===== src/rtl/fpu_issue.sv =====
// rtl/fpu_issue.sv - FPU front-end sequencer launching add/mul/div units
module fpu_issue #(
    parameter int TIMEOUT = 63
) (
    input  logic        clk,
    input  logic        rst_n,
    input  logic        req,
    input  logic [5:0]  cmd,
    input  logic [30:0] opa,
    input  logic [30:0] opb,
    output logic        ready,
    output logic        done,
    output logic [30:0] res,
    output logic        ovf,
    output logic        err,
    output logic [30:0] u_in1,
    output logic [30:0] u_in2,
    output logic        add_start,
    output logic        mul_start,
    output logic        div_start,
    input  logic        add_stop,
    input  logic        mul_stop,
    input  logic        div_stop,
    input  logic [30:0] add_out,
    input  logic [30:0] mul_out,
    input  logic [30:0] div_out,
    input  logic        add_ovf,
    input  logic        mul_ovf,
    input  logic        div_ovf
);

    typedef enum logic [1:0] {
        S_IDLE  = 2'd0,
        S_START = 2'd1,
        S_WAIT  = 2'd2,
        S_DONE  = 2'd3
    } state_t;

    // Last WAIT cycle: the counter starts at 0 in the first WAIT cycle,
    // so TIMEOUT WAIT cycles have elapsed when it shows TIMEOUT-1.
    localparam logic [7:0] CNT_LAST = 8'(TIMEOUT - 1);

    state_t      state;
    state_t      state_next;
    logic [5:0]  cmd_r;
    logic [7:0]  cnt;
    logic        accept;
    logic        legal;
    logic        div_zero;
    logic        timeout_hit;
    logic        sel_stop;
    logic [30:0] sel_out;
    logic        sel_ovf;

    assign ready = (state == S_IDLE);

    // Route the stop/result/overflow of the unit selected by the latched command
    always_comb begin
        sel_stop = 1'b0;
        sel_out  = '0;
        sel_ovf  = 1'b0;
        case (cmd_r)
            6'd1, 6'd2: begin
                sel_stop = add_stop;
                sel_out  = add_out;
                sel_ovf  = add_ovf;
            end
            6'd3: begin
                sel_stop = mul_stop;
                sel_out  = mul_out;
                sel_ovf  = mul_ovf;
            end
            6'd4: begin
                sel_stop = div_stop;
                sel_out  = div_out;
                sel_ovf  = div_ovf;
            end
            default: ;
        endcase
    end

    // Next-state decode; commands that need no unit go straight to DONE
    always_comb begin
        state_next  = state;
        accept      = 1'b0;
        legal       = (cmd >= 6'd1) && (cmd <= 6'd4);
        div_zero    = (cmd == 6'd4) && (opb[23:0] == 24'd0);
        timeout_hit = (cnt == CNT_LAST);
        case (state)
            S_IDLE: begin
                if (req) begin
                    accept     = 1'b1;
                    state_next = (legal && !div_zero) ? S_START : S_DONE;
                end
            end
            S_START: state_next = S_WAIT;
            S_WAIT: begin
                if (sel_stop || timeout_hit) begin
                    state_next = S_DONE;
                end
            end
            S_DONE:  state_next = S_IDLE;
            default: state_next = S_IDLE;
        endcase
    end

    // State register
    always_ff @(posedge clk or negedge rst_n) begin
        if (!rst_n) begin
            state <= S_IDLE;
        end else begin
            state <= state_next;
        end
    end

    // Operand capture, start pulses, wait counter and registered results
    always_ff @(posedge clk or negedge rst_n) begin
        if (!rst_n) begin
            cmd_r     <= '0;
            u_in1     <= '0;
            u_in2     <= '0;
            res       <= '0;
            ovf       <= 1'b0;
            err       <= 1'b0;
            done      <= 1'b0;
            add_start <= 1'b0;
            mul_start <= 1'b0;
            div_start <= 1'b0;
            cnt       <= '0;
        end else begin
            add_start <= 1'b0;
            mul_start <= 1'b0;
            div_start <= 1'b0;
            done      <= 1'b0;

            if (accept) begin
                cmd_r <= cmd;
                u_in1 <= opa;
                u_in2 <= (cmd == 6'd2) ? {~opb[30], opb[29:0]} : opb;
                res   <= '0;
                ovf   <= 1'b0;
                err   <= 1'b0;
                if (!legal) begin
                    err  <= 1'b1;
                    done <= 1'b1;
                end else if (div_zero) begin
                    res  <= opa;
                    ovf  <= 1'b1;
                    done <= 1'b1;
                end else begin
                    add_start <= (cmd == 6'd1) || (cmd == 6'd2);
                    mul_start <= (cmd == 6'd3);
                    div_start <= (cmd == 6'd4);
                end
            end

            if (state == S_START) begin
                cnt <= '0;
            end else if (state == S_WAIT) begin
                cnt <= cnt + 8'd1;
            end

            // A stop in the timeout cycle takes precedence over the abort
            if (state == S_WAIT) begin
                if (sel_stop) begin
                    res  <= sel_out;
                    ovf  <= sel_ovf;
                    done <= 1'b1;
                end else if (timeout_hit) begin
                    res  <= '0;
                    ovf  <= 1'b0;
                    err  <= 1'b1;
                    done <= 1'b1;
                end
            end
        end
    end

endmodule


===== config.mk =====
export PLATFORM = sky130hd
export DESIGN_NAME = fpu_issue
export DESIGN_NICKNAME = d
export VERILOG_FILES = /design/src/rtl/fpu_issue.sv
export SDC_FILE = /design/constraint.sdc
export NUM_CORES = 1
export LEC_CHECK = 0
export ABC_AREA = 1
export CAP_MARGIN = 20
export CELL_PAD_IN_SITES_DETAIL_PLACEMENT = 0
export CELL_PAD_IN_SITES_GLOBAL_PLACEMENT = 1
export CORE_MARGIN = 2
export CORE_UTILIZATION = 28
export DETAILED_ROUTE_END_ITERATION = 10
export PLACE_DENSITY = 0.88
export SYNTH_ARGS = -nofsm -noshare
export SYNTH_HDL_FRONTEND = slang
export SYNTH_SLANG_ARGS = --single-unit

===== constraint.sdc =====
create_clock -name clk -period 1.86 [get_ports clk]
set_input_delay 0.186 -clock clk [delete_from_list [all_inputs] [get_ports clk]]
set_output_delay 0.186 -clock clk [all_outputs]
set_load 0.005 [all_outputs]

==> flow_metrics.env, run 1 <==
export IMPL_netlist_instances=775
export IMPL_fin_util=0.4700
export IMPL_port_buffers=269
export IMPL_htreeDepth=4
export IMPL_required_ns=2.16
export IMPL_dp_slack_ns=0.05185
export IMPL_endpoint_kind="register"
export IMPL_rsz0062_at_grt="false"
export IMPL_antenna_found_initial=1
export IMPL_cts_buffers=17
export IMPL_ys_seq_area_frac=0.5016
export IMPL_coreArea_um2=20170
export IMPL_grt_pass1_wl_um=31920
export IMPL_clkLatencyLatePin_ns=0.41
export IMPL_leakagePower_nw=4.445
export IMPL_cp_arrival_ns=1.90
export IMPL_netlist_area_um2=5737
export IMPL_reg2reg_setup_slack_ns=0.26
export IMPL_cts_tree="built"
export IMPL_vias_per_cell=4.488
export IMPL_dieArea_um2=21650
export IMPL_rows=52
export IMPL_finalCritPeriodShare=0.8602
export IMPL_drv_slew=0
export IMPL_period_minus_slack_ns=1.600
export IMPL_fmax_ghz=0.6250
export IMPL_worst_slew_margin_rel=0.6756
export IMPL_r2r_cells=9
export IMPL_synth_cell_type_count=27
export IMPL_yosysWarnings=0
export IMPL_setup_viol=0
export IMPL_track_usage=0.1875
export IMPL_regArea_um2=2878
export IMPL_clk_pin_slew_ns=0.06
export IMPL_syn2layout_area_growth_pct=65.23
export IMPL_ys_ff_latch=115
export IMPL_initial_core_util=0.2844
export IMPL_hold_path_class="in2async"
export IMPL_io_pins=270
export IMPL_die_h_um=147.1
export IMPL_drc=0
export IMPL_num_vias=5955
export IMPL_yosysTopAreaCell="dfrtp_1"
export IMPL_overflow=0
export IMPL_power_w=0.01283
export IMPL_powerDensity_nw_per_um2=1353
export IMPL_dieWidth_um=147.1
export IMPL_tns_ns=0
export IMPL_yosysTopAreaCellShare=0.5016
export IMPL_first_global_vias=6042
export IMPL_synth_area_leaders="dfrtp_1 (50%), nand2_1 (25%), nand3_1 (6.2%)"
export IMPL_worst_pin_slew_ns=0.4866
export IMPL_drt_iter0_markers=269
export IMPL_finalWorstSetupSlack_ns=0.2600
export IMPL_crit_fanout=6
export IMPL_worstReg2RegStart="state[1]"
export IMPL_root_buffer="clkbuf_16"
export IMPL_clock_path_buffers=2
export IMPL_n_fill_cell=2006
export IMPL_dp_hpwl_um=14580
export IMPL_peakVddDrop_v=0.0006728
export IMPL_outcome="finished clean"
export IMPL_synth_nets=950
export IMPL_grt_max_degree=82
export IMPL_gp_congestion=0.8014
export IMPL_syn_avg_cell_area_um2=7.402
export IMPL_hold_violations=0
export IMPL_final_layout_size_suffix_gt1_frac=0.07102
export IMPL_cap_violations=0
export IMPL_wl_per_cell_um=15.11
export IMPL_cts_setup_buffers=0
export IMPL_critPathKind="reg2reg"
export IMPL_reg2reg_to="cnt[7]"
export IMPL_skew_ns=0.008169
export IMPL_cts_sinks=115
export IMPL_critPathLaunchType="register"
export IMPL_drt_pass1_iter_count=4
export IMPL_ant_nets=0
export IMPL_finalWirelength_um=20050
export IMPL_nets=1218
export IMPL_multi_input_area_um2=2610
-- stage by stage --
step | area, µm² | hold WS [ns] | std cells
3_3_place_gp | 8836 | 0.1834 | 1293
5_1_grt | 9477 | 0.3062 | 1326
6_report | 9479 | 0.2704 | 1327
4_1_cts | 9474 | 0.2778 | 1326
2_1_floorplan | 5737 | -0.1096 | 775
3_5_place_dp | 8836 | 0.1772 | 1293
-- critical path, cell delays in order (launching register included) --
cell	delay, ns
dfrtp_1	0.40
inv_2	0.07
ha_4	0.30
inv_1	0.06
nor3_1	0.25
nand3_1	0.13
inv_1	0.09
nand3_1	0.07
nand2_1	0.07
a21oi_1	0.04
-- layout by cell type (no fill, tap or decap), types with 3 or more instances in the layout --
cell type / count
a21oi_1: 6
buf_12: 5
buf_4: 20
bufinv_16: 3
clkbuf_16: 17
clkdlybuf4s50_1: 267
clkinv_4: 3
dfrtp_1: 115
ha_1: 4
inv_1: 18
inv_2: 6
inv_6: 4
nand2_1: 379
nand3_1: 71
nand4_1: 36
nor2_1: 30
nor2_4: 5
o21ai_0: 45
-- state kept, by name, indices dropped and copies added (netlist names) --
name	count
mul_start	1
ovf	1
done	1
cnt	8
cmd_r	6
u_in2	31
u_in1	31
res	31
state	2
add_start	1
err	1
div_start	1
-- layout make-up --
cell class | count | area share
repair buffers | 294 | 0.3107
flip-flops and latches | 115 | 0.3036
multi-input cells | 591 | 0.2753
clock buffers | 18 | 0.04633
well taps | 270 | 0.03564
clock inverters | 14 | 0.01861
inverters | 24 | 0.009504
diodes | 1 | 0.0002640
-- per-layer routing --
layer	GRT usage	share of wire	vias up	wire, µm
met1	0.2347	0.43	2688	8554
met4	0.06587	0.023	0	456
met2	0.3077	0.48	198	9721
met5	0	0	-	0
li1	-	-	3043	-
met3	0.05745	0.066	26	1316
-- cell families after synthesis --
logic type / synth area share
AOI/OAI and AO/OA: 0.04820
xor gates and xnor gates: 0.001527
adders and majority gates: 0.01091
buffers and inverters: 0.04907
DFF: 0.5016
muxes: 0.001745
and+or+nand+nor: 0.3869
-- worst max path at each step --
stage | slack, ns | startpoint | end
2_1_floorplan | 0.24 | state[0] | ovf
3_3_place_gp | 0.06 | opb[19] | res[16]
3_5_place_dp | 0.05 | opb[19] | res[10]
4_1_cts | 0.01 | state[1] | ready
5_1_grt | 0.13 | cmd_r[1] | res[23]
6_report | 0.26 | state[1] | cnt[7]
-- Yosys cell counts --
cell        n
nand3_2     2
nand3_1    71
xnor2_1     1
mux2i_1     1
buf_4       2
o22ai_1     1
inv_1      20
a21oi_1     6
o21ai_0    45
buf_1       6
nand4_1    36
buf_6       1
clkbuf_1   30
nor4_1      2
or2_2       1
o211ai_1    1
nor3_1      1
nand2_2     1
nor2_4      3
ha_1        5
inv_2       4
nor2_1     31
a211oi_1    1
nor2_2      2
nand2_1   380
dfrtp_1   115
buf_2       6
-- report_power, final --
part / leakage (nW) / internal (W) / switching (W) / total [W]
clock network: 0.298 / 0.00216 / 0.00126 / 0.00341
registers: 1.49 / 0.00339 / 0.000508 / 0.00389
logic: 2.66 / 0.00265 / 0.00286 / 0.00552
-- what timing repair did --
item	4_1_cts	5_1_grt
hold buffers	1	0
setup endpoints to repair	1	1
endpoints found under the hold margin	32	0
gates cloned	0	0
pin swaps	0	0
resized for setup	4	1
No activity file was read; power rests on OpenSTA's default activity.
==> run 2, diff against run 1 <==
==> config.mk (replaced) <==
export PLATFORM = sky130hd
export DESIGN_NAME = fpu_issue
export DESIGN_NICKNAME = d
export VERILOG_FILES = /design/src/rtl/fpu_issue.sv
export SDC_FILE = /design/constraint.sdc
export NUM_CORES = 1
export LEC_CHECK = 0
export CAP_MARGIN = 20
export CELL_PAD_IN_SITES_DETAIL_PLACEMENT = 0
export CELL_PAD_IN_SITES_GLOBAL_PLACEMENT = 1
export CORE_MARGIN = 2
export CORE_UTILIZATION = 30
export DETAILED_ROUTE_END_ITERATION = 10
export PLACE_DENSITY = 0.89
export SKIP_CTS_REPAIR_TIMING = 1
export SYNTH_ARGS = -nofsm -noshare
export SYNTH_HDL_FRONTEND = slang
export SYNTH_SLANG_ARGS = --single-unit
==> constraint.sdc (replaced) <==
create_clock -name clk -period 1.86 [get_ports clk]
set_input_delay 0.186 -clock clk [delete_from_list [all_inputs] [get_ports clk]]
set_output_delay 0.186 -clock clk [all_outputs]
set_load 0.01 [all_outputs]
==> run 2 against run 1 <==
Effect of this change: the flow now finishes with violations (negative setup slack); wire length shrank 14%; utilization grew 7.0 points; via count down 20%; critical path depth down 2; synthesized cell count decreased by 48%; sequential share of layout area grew 1.7 points; cell area decreased by 5.2%; die area fell by 16%; global-route usage rose by 0.14 points; sequential power fell by 36%; critical path type unchanged.
==> flow_metrics.env, run 2 <==
export IMPL_outcome="finished with violations"
export IMPL_violations="negative setup slack"
export IMPL_ys_flop_type="dfrtp_1"
export IMPL_async_reset_ff_frac=1.000
export IMPL_reg2reg_setup_slack_ns=-0.11
export IMPL_synth_cell_type_count=37
export IMPL_grt_pass1_wl_um=26570
export IMPL_powerDensity_nw_per_um2=711.0
export IMPL_cts_tree="built"
export IMPL_yosysTopAreaCellShare=0.5630
export IMPL_track_usage=0.1889
export IMPL_top_regs="res: 31 flops, u_in1: 31 flops, u_in2: 31 flops"
export IMPL_reg2reg_to="res[30]"
export IMPL_cap_violations=0
export IMPL_rows=47
export IMPL_yosysMostFrequentCell="dfrtp_1"
export IMPL_design_area_um2=8985
export IMPL_timing_hold_ws_ns=0.2353
export IMPL_first_global_vias=5087
export IMPL_final_cells=924
export IMPL_layout_commonest_cell="clkdlybuf4s50_1"
export IMPL_finalCritPeriodShare=1.061
export IMPL_endpoint_kind="register"
export IMPL_peakVddDrop_v=0.0005100
export IMPL_dieWidth_um=134.5
export IMPL_ant_nets=0
export IMPL_wl_per_cell_um=18.72
export IMPL_critPathKind="reg2reg"
export IMPL_netlist_area_um2=5111
export IMPL_gp_congestion=0.7697
export IMPL_io_pins=270
export IMPL_nets=867
export IMPL_fin_util=0.5399
export IMPL_max_stage_delay_ns=0.58
export IMPL_cp_arrival_ns=2.23
export IMPL_syn_avg_cell_area_um2=12.68
export IMPL_crit_fanout=17
export IMPL_overflow=0
export IMPL_path_cells="or4_4 -> nor2_4 -> a222oi_1 -> buf_4 -> a21boi_4 -> buf_12 -> o22ai_1"
export IMPL_hold_violations=0
export IMPL_period_minus_slack_ns=1.973
export IMPL_hold_path_class="in2async"
export IMPL_drt_iter0_markers=308
export IMPL_final_cell_mix="clkdlybuf4s50_1 (267), dfrtp_1 (115), mux2_2 (68)"
export IMPL_drv_slew=0
export IMPL_initial_core_util=0.3071
export IMPL_worstReg2RegStart="cmd_r[3]"
export IMPL_drc=0
export IMPL_final_layout_size_suffix_gt1_frac=0.2060
export IMPL_htreeDepth=4
export IMPL_required_ns=2.11
export IMPL_ys_ff_latch=115
export IMPL_crit_path_top_delay_cell="or4_4"
export IMPL_skew_ns=0.009660
export IMPL_drt_pass1_iter_count=6
export IMPL_diodes=0
export IMPL_die_h_um=134.5
export IMPL_grt_max_degree=66
export IMPL_dpl_cell_area_um2=8320
export IMPL_critPathLaunchType="register"
export IMPL_finalWorstSetupSlack_ns=-0.1128
export IMPL_ys_seq_area_frac=0.5630
export IMPL_placed_cells=891
export IMPL_yosysWarnings=0
export IMPL_clk_pin_slew_ns=0.05
export IMPL_clock_path_buffers=2
export IMPL_yosysTopAreaCell="dfrtp_1"
export IMPL_antenna_found_initial=2
export IMPL_syn2layout_area_growth_pct=75.79
export IMPL_cts_sinks=115
export IMPL_synth_common_cells="dfrtp_1 (115), mux2_2 (68), o22ai_1 (35)"
export IMPL_dieArea_um2=18100
export IMPL_finalWirelength_um=17300
export IMPL_root_buffer="clkbuf_16"
export IMPL_netlist_instances=403
export IMPL_leakagePower_nw=3.847
export IMPL_cp_num_buf_inv=2
export IMPL_fmax_ghz=0.5069
export IMPL_vias_per_cell=5.161
export IMPL_rsz0062_at_grt="true"
export IMPL_cts_buffers=17
export IMPL_coreArea_um2=16640
export IMPL_cp_top_family="simple AND/OR/NAND/NOR gates"
export IMPL_synth_edf_count=0
export IMPL_num_vias=4769
export IMPL_setup_viol=33
export IMPL_worst_pin_slew_ns=0.5252
export IMPL_power_w=0.006388
export IMPL_port_buffers=269
export IMPL_clkLatencyLatePin_ns=0.40
export IMPL_r2r_cells=7
export IMPL_worst_slew_margin_rel=0.6499
export IMPL_synth_nets=578
export IMPL_dp_hpwl_um=12790
export IMPL_synth_area_leaders="dfrtp_1 (56%), mux2_2 (15%), a222oi_1 (6.5%)"
==> run 2: cell types whose count changed in the layout (fill, tap and decap cells not counted), sizes merged, moves of 9 or more <==
cell | previous run | this run
mux2 | 0 | 68
o22ai | 1 | 35
buf | 25 | 34
nor2 | 36 | 12
nand3 | 73 | 3
nand4 | 36 | 4
a222oi | 0 | 33
nand2 | 381 | 10
o21ai | 45 | 4
inv | 28 | 7
a22oi | 0 | 31
==> run 2: area by class of cell <==
| cell class | count | area [µm²] |
|---|---|---|
| inverter | 7 | 26.28 |
| clock buffer | 18 | 439.2 |
| timing repair buffer | 303 | 3054 |
| fill | 1398 | 7657 |
| clock inverter | 13 | 185.2 |
| sequential | 115 | 2878 |
| tap | 220 | 275.3 |
| multi-input combinational | 248 | 2127 |
==> run 2: worst max-delay path by stage <==
stage / depth (start not counted) / end / slack, ns / from
finish: 7 / res[30] / -0.11 / cmd_r[3]
CTS: 6 / res[9] / -0.39 / cmd_r[1]
global route: 7 / res[18] / -0.21 / cmd_r[3]
global placement: 6 / res[13] / -0.32 / cmd_r[1]
detailed placement: 6 / res[13] / -0.37 / cmd_r[1]
floorplan: 6 / res[10] / -0.02 / cmd_r[3]
==> run 2: logic make-up after synthesis <==
| logic type | after synthesis | share of synthesized area |
|---|---|---|
| AO/OA/AOI/OAI | 114 | 0.1709 |
| XOR/XNOR | 7 | 0.01200 |
| adder cells (fa/ha/maj) | 5 | 0.01224 |
| buffers and inverters | 40 | 0.03256 |
| flip-flops | 115 | 0.5630 |
| multiplexers | 70 | 0.1537 |
| AND/OR/NAND/NOR | 52 | 0.05557 |
==> run 2: metrics by stage <==
| step | worst slack [ns] | setup TNS, ns |
|---|---|---|
| 2_1_floorplan | -0.02208 | -0.6489 |
| 3_3_place_gp | -0.3240 | -9.409 |
| 3_5_place_dp | -0.3692 | -10.74 |
| 4_1_cts | -0.3890 | -11.29 |
| 5_1_grt | -0.2054 | -5.874 |
| 6_report | -0.1128 | -3.002 |
==> run 2: per-layer routing <==
metal	share of wire	vias to the layer above	global-route usage
met2	0.52	224	0.3447
met4	0.019	4	0.06433
met5	0.0016	-	0
met1	0.37	2338	0.2008
li1	-	2174	-
met3	0.092	29	0.06982
==> run 2: report_power, final <==
| group | internal [W] | leakage (nW) | switching, W |
|---|---|---|---|
| Sequential | 0.00250 | 1.59 | 0 |
| Combinational | 0.000338 | 1.97 | 0.000142 |
| Clock | 0.00227 | 0.290 | 0.00114 |
==> run 3, diff against run 2 <==
--- a/config.mk
+++ b/config.mk
@@ -11,6 +11,7 @@
 export CORE_MARGIN = 2
 export CORE_UTILIZATION = 30
 export DETAILED_ROUTE_END_ITERATION = 10
+export MAX_ROUTING_LAYER = met4
 export PLACE_DENSITY = 0.89
 export SKIP_CTS_REPAIR_TIMING = 1
 export SYNTH_ARGS = -nofsm -noshare
==> run 3 against run 2 <==
Effect of this change: the run still ends with negative setup slack left; clock power about the same; global-route usage increased by 0.61 points; setup slack about the same; die area unchanged; via count increased by 0.40%; cell area about the same; flip-flop and latch count unchanged; worst hold slack improved by 0.0013 ns.
==> flow_metrics.env, run 3 (synthesis gave the netlist of run 2 again) <==
export IMPL_outcome="finished with violations"
export IMPL_violations="negative setup slack"
export IMPL_r2r_cells=7
export IMPL_clock_path_buffers=2
export IMPL_initial_core_util=0.3071
export IMPL_htreeDepth=4
export IMPL_finalCritPeriodShare=1.060
export IMPL_worstReg2RegStart="cmd_r[3]"
export IMPL_cts_tree="built"
export IMPL_period_minus_slack_ns=1.972
export IMPL_critPathKind="reg2reg"
export IMPL_io_pins=270
export IMPL_finalWirelength_um=17370
export IMPL_dp_hpwl_um=12790
export IMPL_coreArea_um2=16640
export IMPL_required_ns=2.18
export IMPL_hold_violations=0
export IMPL_overflow=0
export IMPL_drv_slew=0
export IMPL_grt_max_degree=66
export IMPL_vias_per_cell=5.171
export IMPL_grt_pass1_wl_um=26520
export IMPL_gp_congestion=0.7803
export IMPL_worst_pin_slew_ns=0.5251
export IMPL_antenna_found_initial=2
export IMPL_clk_pin_slew_ns=0.05
export IMPL_rows=47
export IMPL_first_global_vias=5078
export IMPL_worst_slew_margin_rel=0.6499
export IMPL_cp_arrival_ns=2.29
export IMPL_startpoint="cmd_r[3]"
export IMPL_nets=867
export IMPL_critPathCapture="ovf"
export IMPL_max_stage_delay_ns=0.58
export IMPL_dr_max_layer_used="met4"
export IMPL_setup_viol=33
export IMPL_final_cell_mix="clkdlybuf4s50_1 (267), dfrtp_1 (115), mux2_2 (68)"
export IMPL_critPathLaunchType="register"
export IMPL_skew_ns=0.01021
export IMPL_cts_buffers=17
export IMPL_dieArea_um2=18100
export IMPL_drt_pass1_iter_count=7
export IMPL_track_usage=0.1951
export IMPL_endpoint_kind="register"
export IMPL_reg2reg_setup_slack_ns=-0.11
export IMPL_finalWorstSetupSlack_ns=-0.1125
export IMPL_port_buffers=269
export IMPL_final_layout_size_suffix_gt1_frac=0.2045
export IMPL_hold_path_class="in2async"
export IMPL_top_regs="res: 31 flops, u_in1: 31 flops, u_in2: 31 flops"
export IMPL_wl_per_cell_um=18.76
export IMPL_tns_ns=-2.918
export IMPL_crit_fanout=17
export IMPL_dieWidth_um=134.5
export IMPL_syn2layout_area_growth_pct=75.77
export IMPL_fmax_ghz=0.5070
export IMPL_met3_length_um=1377
export IMPL_cap_violations=0
export IMPL_peakVddDrop_v=0.0005072
export IMPL_leakagePower_nw=3.846
export IMPL_reg2reg_to="ovf"
export IMPL_design_area_um2=8984
export IMPL_layout_commonest_cell="clkdlybuf4s50_1"
export IMPL_dpl_cell_area_um2=8320
export IMPL_cp_depth=7
export IMPL_powerDensity_nw_per_um2=711.6
export IMPL_cp_num_buf_inv=2
export IMPL_drc=0
export IMPL_crit_path_top_delay_cell="or4_4"
export IMPL_die_h_um=134.5
export IMPL_wl_met2_um=8973
export IMPL_drt_met1_wl_um=6665
export IMPL_num_vias=4788
export IMPL_cts_sinks=115
export IMPL_root_buffer="clkbuf_16"
export IMPL_ant_nets=0
export IMPL_path_cells="or4_4 -> nor2_4 -> a222oi_1 -> buf_4 -> nand2b_2 -> buf_12 -> o22ai_1"
export IMPL_clkLatencyLatePin_ns=0.40
export IMPL_rsz0062_at_grt="true"
export IMPL_drt_iter0_markers=342
export IMPL_cp_top_family="simple AND/OR/NAND/NOR gates"
[run 3: cell count changes in the layout (fill, tap and decap cells not counted), sizes merged]
cell   delta
diode     +2
[run 3: how the worst min path moves through the flow]
stage | from | end | slack [ns] | cells past startpoint
floorplan | rst_n | add_start | -0.11 | 0
global placement | rst_n | ovf | 0.1 | 1
detailed placement | rst_n | ovf | 0.10 | 1
CTS | rst_n | ovf | -0.33 | 1
global route | rst_n | u_in1[10] | 0.25 | 2
finish | rst_n | ovf | 0.24 | 2
[run 3: worst register-to-register path: cells and delay by family, from the launching register on]
| family | cells | cell delay (ns) |
|---|---|---|
| AOI/OAI and AO/OA | 2 | 0.26 |
| buffers and inverters | 2 | 0.34 |
| DFF | 1 | 0.39 |
| and+or+nand+nor | 3 | 0.91 |
[run 3: area by class of cell]
type                    count  area (µm²)
fillers                  1397        7659
inverters                   7       26.28
multi-input cells         248        2121
well taps                 220       275.3
clock inverters            13       185.2
repair buffers            303        3054
flip-flops and latches    115        2878
diodes                      2       5.005
clock buffers              18       439.2
[run 3: where the power goes]
group          switching, W  internal (W)
Sequential                0       0.00250
Combinational      0.000142      0.000338
Clock               0.00114       0.00227
Total               0.00129       0.00511
[run 3: through the flow]
stage / hold slack [ns] / util / setup WS [ns] / power (W) / cells
floorplan: -0.1096 / - / -0.02208 / 0.002565 / 403
global placement: 0.09890 / 0.5000 / -0.3240 / 0.003018 / 891
global route: 0.2494 / 0.5398 / -0.2054 / 0.006623 / 926
CTS: -0.3318 / 0.5375 / -0.3890 / 0.006483 / 922
detailed placement: 0.1003 / 0.5000 / -0.3692 / 0.003028 / 891
finish: 0.2366 / 0.5398 / -0.1125 / 0.006393 / 926
[run 3: layer usage]
layer / GRT usage / up-vias
li1: - / 2186
met1: 0.2078 / 2351
met2: 0.3455 / 222
met3: 0.06006 / 29
met4: 0.06433 / 0
met5: - / -
